File: src/rtl/ex_pipe_stage_pkg.sv
// Shared types for the execute stage: ALU opcode enum, branch funct3 codes
// and opcode classification helpers.
package ex_pkg;

  typedef enum logic [3:0] {
    OP_ADD   = 4'd0,
    OP_SUB   = 4'd1,
    OP_SLL   = 4'd2,
    OP_SRL   = 4'd3,
    OP_SRA   = 4'd4,
    OP_AND   = 4'd5,
    OP_OR    = 4'd6,
    OP_XOR   = 4'd7,
    OP_SLT   = 4'd8,
    OP_SLTU  = 4'd9,
    OP_AUIPC = 4'd10,
    OP_LUI   = 4'd11,
    OP_MUL   = 4'd12,
    OP_DIVU  = 4'd13,
    OP_REMU  = 4'd14
  } op_e;

  localparam logic [2:0] F3_BEQ  = 3'b000;
  localparam logic [2:0] F3_BNE  = 3'b001;
  localparam logic [2:0] F3_BLT  = 3'b100;
  localparam logic [2:0] F3_BGE  = 3'b101;
  localparam logic [2:0] F3_BLTU = 3'b110;
  localparam logic [2:0] F3_BGEU = 3'b111;

  function automatic logic is_muldiv(input logic [3:0] op);
    return (op == OP_MUL) || (op == OP_DIVU) || (op == OP_REMU);
  endfunction

  // md_en says whether the iterative unit exists in this build.
  function automatic logic op_known(input logic [3:0] op, input logic md_en);
    return (op <= OP_LUI) || (md_en && is_muldiv(op));
  endfunction

endpackage

File: src/rtl/ex_muldiv_iter.sv
// Iterative unit: shift-add multiplier (low XLEN bits) and restoring divider,
// one bit per cycle; done is raised after exactly XLEN steps.
module ex_muldiv_iter #(
  parameter int XLEN = 32
) (
  input  logic            clk_cpu,
  input  logic            rstn,
  input  logic            start,
  input  logic            kill,
  input  logic            div,
  input  logic            rem,
  input  logic [XLEN-1:0] a,
  input  logic [XLEN-1:0] b,
  output logic            done,
  output logic [XLEN-1:0] result
);

  localparam int            CW   = $clog2(XLEN + 1);
  localparam logic [CW-1:0] LAST = CW'(XLEN);

  logic            running, is_div, is_rem;
  logic [CW-1:0]   cnt;
  // hi: product accumulator / partial remainder; lo: multiplier / dividend->quotient
  logic [XLEN-1:0] hi, lo, opd;
  logic [XLEN:0]   rem_sh, diff;

  assign rem_sh = {hi, lo[XLEN-1]};
  assign diff   = rem_sh - {1'b0, opd};
  assign done   = running & (cnt == LAST);
  assign result = (is_div & ~is_rem) ? lo : hi;

  // A zero divisor never borrows, so quotient fills with ones and the
  // remainder shifts in the whole dividend without special casing.
  always_ff @(posedge clk_cpu or negedge rstn) begin
    if (!rstn) begin
      running <= 1'b0;
      is_div  <= 1'b0;
      is_rem  <= 1'b0;
      cnt     <= '0;
      hi      <= '0;
      lo      <= '0;
      opd     <= '0;
    end else if (kill) begin
      running <= 1'b0;
    end else if (start) begin
      running <= 1'b1;
      cnt     <= '0;
      is_div  <= div;
      is_rem  <= rem;
      hi      <= '0;
      lo      <= div ? a : b;
      opd     <= div ? b : a;
    end else if (running) begin
      if (done) begin
        running <= 1'b0;
      end else begin
        cnt <= cnt + CW'(1);
        if (is_div) begin
          if (!diff[XLEN]) begin
            hi <= diff[XLEN-1:0];
            lo <= {lo[XLEN-2:0], 1'b1};
          end else begin
            hi <= rem_sh[XLEN-1:0];
            lo <= {lo[XLEN-2:0], 1'b0};
          end
        end else begin
          if (lo[0]) hi <= hi + opd;
          opd <= opd << 1;
          lo  <= lo >> 1;
        end
      end
    end
  end

endmodule

File: src/rtl/ex_pipe_stage.sv
// Single-slot execute stage with valid/ready handshake, branch resolution and
// optional iterative MUL/DIVU/REMU (enabled by macro EX_MULDIV_EN).
module ex_pipe_stage
  import ex_pkg::*;
#(
  parameter int XLEN    = 32,
  parameter int SHAMT_W = 5
) (
  input  logic            clk_cpu,
  input  logic            rstn,
  input  logic            in_valid,
  output logic            in_ready,
  input  logic [3:0]      op,
  input  logic            alusrc,
  input  logic [XLEN-1:0] a,
  input  logic [XLEN-1:0] b,
  input  logic [XLEN-1:0] imm,
  input  logic [XLEN-1:0] pc,
  input  logic [31:0]     ir,
  input  logic            br_en,
  input  logic            jal,
  input  logic            flush,
  output logic            out_valid,
  input  logic            out_ready,
  output logic [XLEN-1:0] y,
  output logic [XLEN-1:0] mdw,
  output logic [31:0]     irm,
  output logic            br_taken,
  output logic [XLEN-1:0] br_target,
  output logic            illegal_op
);

  logic               busy, accept, md_op, md_done, illegal_c, cond, br_taken_c;
  logic [XLEN-1:0]    opb, alu_y, md_res;
  logic [SHAMT_W-1:0] shamt;

  assign in_ready = ~busy & (~out_valid | out_ready);
  assign accept   = in_valid & in_ready & ~flush;

`ifdef EX_MULDIV_EN
  assign md_op     = is_muldiv(op);
  assign illegal_c = ~op_known(op, 1'b1);

  ex_muldiv_iter #(.XLEN(XLEN)) u_muldiv (
    .clk_cpu (clk_cpu),
    .rstn    (rstn),
    .start   (accept & md_op),
    .kill    (flush),
    .div     (op != OP_MUL),
    .rem     (op == OP_REMU),
    .a       (a),
    .b       (b),
    .done    (md_done),
    .result  (md_res)
  );
`else
  assign md_op     = 1'b0;
  assign md_done   = 1'b0;
  assign md_res    = '0;
  assign illegal_c = ~op_known(op, 1'b0);
`endif

  assign opb   = alusrc ? imm : b;
  assign shamt = opb[SHAMT_W-1:0];

  always_comb begin
    alu_y = '0;
    case (op)
      OP_ADD:   alu_y = a + opb;
      OP_SUB:   alu_y = a - opb;
      OP_SLL:   alu_y = a << shamt;
      OP_SRL:   alu_y = a >> shamt;
      OP_SRA:   alu_y = $unsigned($signed(a) >>> shamt);
      OP_AND:   alu_y = a & opb;
      OP_OR:    alu_y = a | opb;
      OP_XOR:   alu_y = a ^ opb;
      OP_SLT:   alu_y = {{(XLEN-1){1'b0}}, $signed(a) < $signed(opb)};
      OP_SLTU:  alu_y = {{(XLEN-1){1'b0}}, a < opb};
      OP_AUIPC: alu_y = pc + imm;
      OP_LUI:   alu_y = imm;
      default:  alu_y = '0;
    endcase
  end

  // Branch compare always uses the register operand b, never the immediate.
  always_comb begin
    cond = 1'b0;
    case (ir[14:12])
      F3_BEQ:  cond = (a == b);
      F3_BNE:  cond = (a != b);
      F3_BLT:  cond = ($signed(a) < $signed(b));
      F3_BGE:  cond = ($signed(a) >= $signed(b));
      F3_BLTU: cond = (a < b);
      F3_BGEU: cond = (a >= b);
      default: cond = 1'b0;
    endcase
  end

  assign br_taken_c = ~illegal_c & (jal | (br_en & cond));

  always_ff @(posedge clk_cpu or negedge rstn) begin
    if (!rstn) begin
      out_valid  <= 1'b0;
      busy       <= 1'b0;
      y          <= '0;
      mdw        <= '0;
      irm        <= '0;
      br_taken   <= 1'b0;
      br_target  <= '0;
      illegal_op <= 1'b0;
    end else if (flush) begin
      out_valid <= 1'b0;
      busy      <= 1'b0;
    end else if (accept) begin
      mdw        <= b;
      irm        <= ir;
      br_target  <= pc + imm;
      br_taken   <= br_taken_c;
      illegal_op <= illegal_c;
      if (!md_op) y <= alu_y;
      out_valid  <= ~md_op;
      busy       <= md_op;
    end else if (md_done) begin
      y         <= md_res;
      out_valid <= 1'b1;
      busy      <= 1'b0;
    end else if (out_valid & out_ready) begin
      out_valid <= 1'b0;
    end
  end

endmodule

File: config.mk
export PLATFORM = sky130hd
export DESIGN_NAME = ex_pipe_stage
export DESIGN_NICKNAME = d
export VERILOG_FILES = /design/src/rtl/ex_pipe_stage_pkg.sv /design/src/rtl/ex_muldiv_iter.sv /design/src/rtl/ex_pipe_stage.sv
export SDC_FILE = /design/constraint.sdc
export NUM_CORES = 1
export LEC_CHECK = 0
export BUFFER_PORTS_ARGS = -buffer_cell sky130_fd_sc_hd__buf_2
export CORE_MARGIN = 2
export CORE_UTILIZATION = 50
export CTS_CLUSTER_DIAMETER = 120
export DETAILED_ROUTE_END_ITERATION = 6
export HOLD_SLACK_MARGIN = 0.08
export PLACE_DENSITY = 0.84
export SLEW_MARGIN = 20
export SYNTH_ARGS = -nofsm -noshare
export SYNTH_HDL_FRONTEND = slang
export SYNTH_SLANG_ARGS = --single-unit
File: constraint.sdc
create_clock -name clk_cpu -period 2.4 [get_ports clk_cpu]
set_input_delay 0.48 -clock clk_cpu [delete_from_list [all_inputs] [get_ports clk_cpu]]
set_output_delay 0.48 -clock clk_cpu [all_outputs]
set_load 0.03 [all_outputs]
==> results of run 1 <==
[metrics by stage]
stage | cells | area, um^2 | setup TNS (ns) | util, %
global placement | 3644 | 25200 | -58.63 | 75.1
CTS | 3729 | 27900 | -25.69 | 82.9
floorplan | 2234 | 17600 | -35.23 | -
detailed placement | 3644 | 25200 | -64.50 | 75.1
[cells in the mapped netlist, types with 16 or more instances]
library cell    n
o221ai_1       16
o21a_1         36
a21o_1         43
a211oi_1       36
nor2b_1        19
nand2_1       242
clkbuf_1       97
a31oi_1        28
o211ai_1       26
buf_2          20
nand3_1        46
nor2_1        169
nand4_1        26
nor3_1         42
a22oi_1        31
ha_1          162
buf_1          16
a221oi_1       21
dfrtp_1       131
o31ai_1        20
xnor2_1        31
inv_1         142
a21oi_1       179
o22ai_1        30
mux2i_1       152
o21ai_0       163
mux2_2         51
[what timing repair did]
item / in CTS
gates resized for setup: 320
gates cloned: 3
endpoints found under the hold margin: 44
pin swaps: 120
hold buffers: 1
endpoints found under the setup margin: 58
setup buffers: 63
[kinds of logic after synthesis]
kind of cell	Yosys count
xor gates and xnor gates	42
muxes	208
buffers and inverters	284
DFF	131
AOI/OAI and AO/OA	775
adders and majority gates	165
and+or+nand+nor	629
[per-layer routing]
metal	overflow	global-route usage (%)
met1	29	86.7
met2	116	96.8
met3	26	78.0
met4	94	84.6
met5	3	63.3
==> results.cfg, run 1 <==
[outcome]
outcome = aborted with a tool error
stop_stage = 5_1_grt
error = [ERROR GRT-0232] Routing congestion too high. Check the congestion heatmap in the GUI.

[yosys]
synth_edf_count = 0
synth_top_family_by_area = compound AO/OA/AOI/OAI gates
synth_area_mm2 = 0.0171
yosysSeqAreaShare_pct = 19.2
synth_cell_type_count = 86
synth_top_area_share_pct = 19.2
synthAdderAreaFrac_pct = 12.2
synth_compound_area_share_pct = 30.3
synth-simple-area-share_pct = 16.6
syn-num-nets = 2571
synth_ff_type = dfrtp_1
synth_top_area_cell = dfrtp_1
ys_ff_latch = 131
synth.area.mux_share_pct = 12.9
synthCells = 2234
synth_area_leaders = dfrtp_1, ha_1, mux2i_1
avgSynthCellArea_um2 = 7.65
ys_warn_count = 0
synth_xor_area_share_pct = 2.15
async_reset_ff_share_pct = 100

[clock_tree]
root_buffer = clkbuf_16
htreeDepth = 4
cts_made_buffers = 17
clk_path_buf_depth = 2
cts_sinks = 131

[global_route]
grt_max_degree = 70
track_usage_pct = 86.7
grt-ovfl-total = 268

[placement]
dpl.hpwl_mm = 77.8
gp_congestion = 1.18
pre_cts_slack_ns = -1.58
io_buffers = 303

[floorplanning]
initial_core_util_pct = 50.8
rows = 67
die_x_um = 189
io_pins = 304
fp.dieH_um = 189

[timing]
worstEpCategory = register input
worst_endpoint = y[14]$_DFFE_PN0P_/D
==> inputs of run 2 (changes only) <==
--- a/config.mk
+++ b/config.mk
@@ -7,11 +7,9 @@
 export LEC_CHECK = 0
 export BUFFER_PORTS_ARGS = -buffer_cell sky130_fd_sc_hd__buf_2
 export CORE_MARGIN = 2
-export CORE_UTILIZATION = 50
-export CTS_CLUSTER_DIAMETER = 120
+export CORE_UTILIZATION = 35
 export DETAILED_ROUTE_END_ITERATION = 6
-export HOLD_SLACK_MARGIN = 0.08
-export PLACE_DENSITY = 0.84
+export PLACE_DENSITY_LB_ADDON = 0.15
 export SLEW_MARGIN = 20
 export SYNTH_ARGS = -nofsm -noshare
 export SYNTH_HDL_FRONTEND = slang
==> results.cfg, run 2 <==
[placement]
gp_congestion = 1.05
io_buffers = 303
pre_cts_slack_ns = -1.58
dpl.hpwl_mm = 86.9
place_area_mm2 = 0.0257

[routing]
drtAntennaViolNets = 0
drtIter0Drc = 2820
drt-pass1-iter-count = 6
vias_per_cell = 6.03
wl_per_cell_um = 27.4
wl_mm = 109
drc_errors = 0
vias = 24000

[floorplanning]
core-area_mm2 = 0.0479
die_x_um = 225
io_pins = 304
die_area_mm2 = 0.0506
rows = 80
initial_core_util_pct = 35.6
fp.dieH_um = 225

[timing]
finalSetupViolations = 54
finalHoldViolCount = 0
period_needed_ns = 3.37
fmax_mhz = 296
finalCritPeriodShare_pct = 141
drv_slew = 0
setup_slack_ns = -0.973
maxSlewHeadroom_pct = 41.4
fin_setup_tns_ns = -26.83
worst_pin_slew_ns = 0.870
final.setup_skew_ns = 0.0201
holdWs_ns = 0.143
rsz0062_at_grt = true

[yosys]
synth_area_mm2 = 0.0171
synth_top_area_cell = dfrtp_1
synth_common_cells = nand2_1, a21oi_1, nor2_1
synthCells = 2234
synth_top_area_share_pct = 19.2
ys_ff_latch = 131
yosysMostFrequentCell = nand2_1
synth_ff_type = dfrtp_1
ys_warn_count = 0
synth_edf_count = 0
synth_cell_type_count = 86
synth_area_leaders = dfrtp_1, ha_1, mux2i_1
async_reset_ff_share_pct = 100
yosysSeqAreaShare_pct = 19.2
syn-num-nets = 2571
avgSynthCellArea_um2 = 7.65

[min_path]
hold_start = flush
holdCritPathClass = in -> reg

[global_route]
grt_pass1_vias = 23000
grt-ovfl-total = 0
grt_max_degree = 111
antenna_found_initial = 2
busiest_layer = met2
grt_pass1_wl_mm = 154
grt_use_met3_pct = 10.2
global_route.usage.met1_pct = 58.1
track_usage_pct = 41.9
use_met2_pct = 61.3

[outcome]
outcome = complete, but fails checks
violations = negative setup slack

[finish]
regArea_mm2 = 0.00328
mostFrequentLayoutCells = buf_4, buf_2, nand2_1
antennaDiodeCount = 0
multi_input_area_mm2 = 0.0148
fin_nets = 3688
fin_util_pct = 61.2
syn2layout_area_growth_pct = 71.9
final_common_cell = buf_4
drive_above_1_share_pct = 48.5
num-fill-cells = 4302
postLayoutCellArea_mm2 = 0.0294

[run]
drv_cap = 0

[setup_path]
crit_path_start_kind = input port
worst_ep_required_time_ns = 2.77
crit_type = in -> reg
r2r_start = out_valid$_DFFE_PN0P_
cp.arrival_ns = 3.74
crit_path_start = alusrc
cp-end-kind = flop
cp_max_fo = 3

[clock_tree]
root_buffer = clkbuf_16
path_clk_slew_ns = 0.07
clk_path_buf_depth = 2
htreeDepth = 4
cts_sinks = 131
cts_made_buffers = 17
clk_latency_ns = 0.51
cts_tree = done

[power_and_ir_drop]
leakagePower_uw = 0.0143
max-vdd-ir-drop_mv = 0.526
p_per_area_mw_per_mm2 = 521
run 2: cell counts after synthesis:
No cell type changed its count.
run 2: critical path, stage by stage:
cell       delay (ns)
buf_8            0.09
mux2i_4          0.28
inv_6            0.06
buf_4            0.14
ha_4             0.16
fa_2             0.35
o21ba_4          0.21
or4_4            0.47
a211oi_4         0.29
a2111oi_2        0.11
buf_4            0.17
o21ai_4          0.17
nand2_4          0.08
buf_4            0.14
mux2i_2          0.18
o221ai_2         0.12
a22o_1           0.23
run 2: timing repair:
action,4_1_cts,5_1_grt
resized for setup,302,165
hold buffers,1,0
pin swaps,99,87
cloned,5,0
endpoints found under the setup margin,53,55
endpoints found under the hold margin,35,0
setup buffers,40,62
run 2: worst paths after layout:
path / to / slack [ns] / cells past startpoint
max: y[26]$_DFFE_PN0P_ / -0.97 / 17
min: out_valid$_DFFE_PN0P_ / 0.14 / 2
max reg2reg: y[29]$_DFFE_PN0P_ / -0.31 / 11
min reg2reg: mdw[22]$_DFFE_PN0P_ / 0.48 / 2
max in group asynchronous: y[27]$_DFFE_PN0P_ / 1.17 / 3
min in group asynchronous: y[10]$_DFFE_PN0P_ / 0.50 / 2
run 2: kinds of logic after synthesis:
family                     Yosys count  share of synthesized area (%)
adders and majority gates          165                           12.2
AOI/OAI and AO/OA                  775                           30.3
muxes                              208                           12.9
xor gates and xnor gates            42                           2.15
buffers and inverters              284                           6.60
and+or+nand+nor                    629                           16.6
DFF                                131                           19.2
run 2: layout make-up:
class                      instances  area share, %
tap                              615           2.62
timing repair buffer            1237           31.8
clock inverter                    13          0.677
multi-input combinational       1819           50.3
inverter                         145           1.97
sequential                       131           11.2
clock buffer                      19           1.47
run 2: power by group:
| group | internal, uW | leakage [uW] | switching (uW) | total, uW |
|---|---|---|---|---|
| Sequential | 2620 | 0.00162 | 263 | 2880 |
| Combinational | 4060 | 0.0124 | 5280 | 9340 |
| Clock | 1760 | 0.000301 | 1330 | 3090 |
run 2: layer usage:
metal  routed length [um]  up-vias
met1                46100    11700
li1                     -    10500
met4                 5470        2
met2                45000     1420
met5                   12        -
met3                12600      290
run 2: metrics by stage:
stage	power, uW	instances
after detailed placement	10800	3850
after global routing	15800	3979
after CTS	14600	3924
after floorplan	6720	2234
after global placement	10700	3850
final	15300	3979
(Power assumes the default switching activity.)
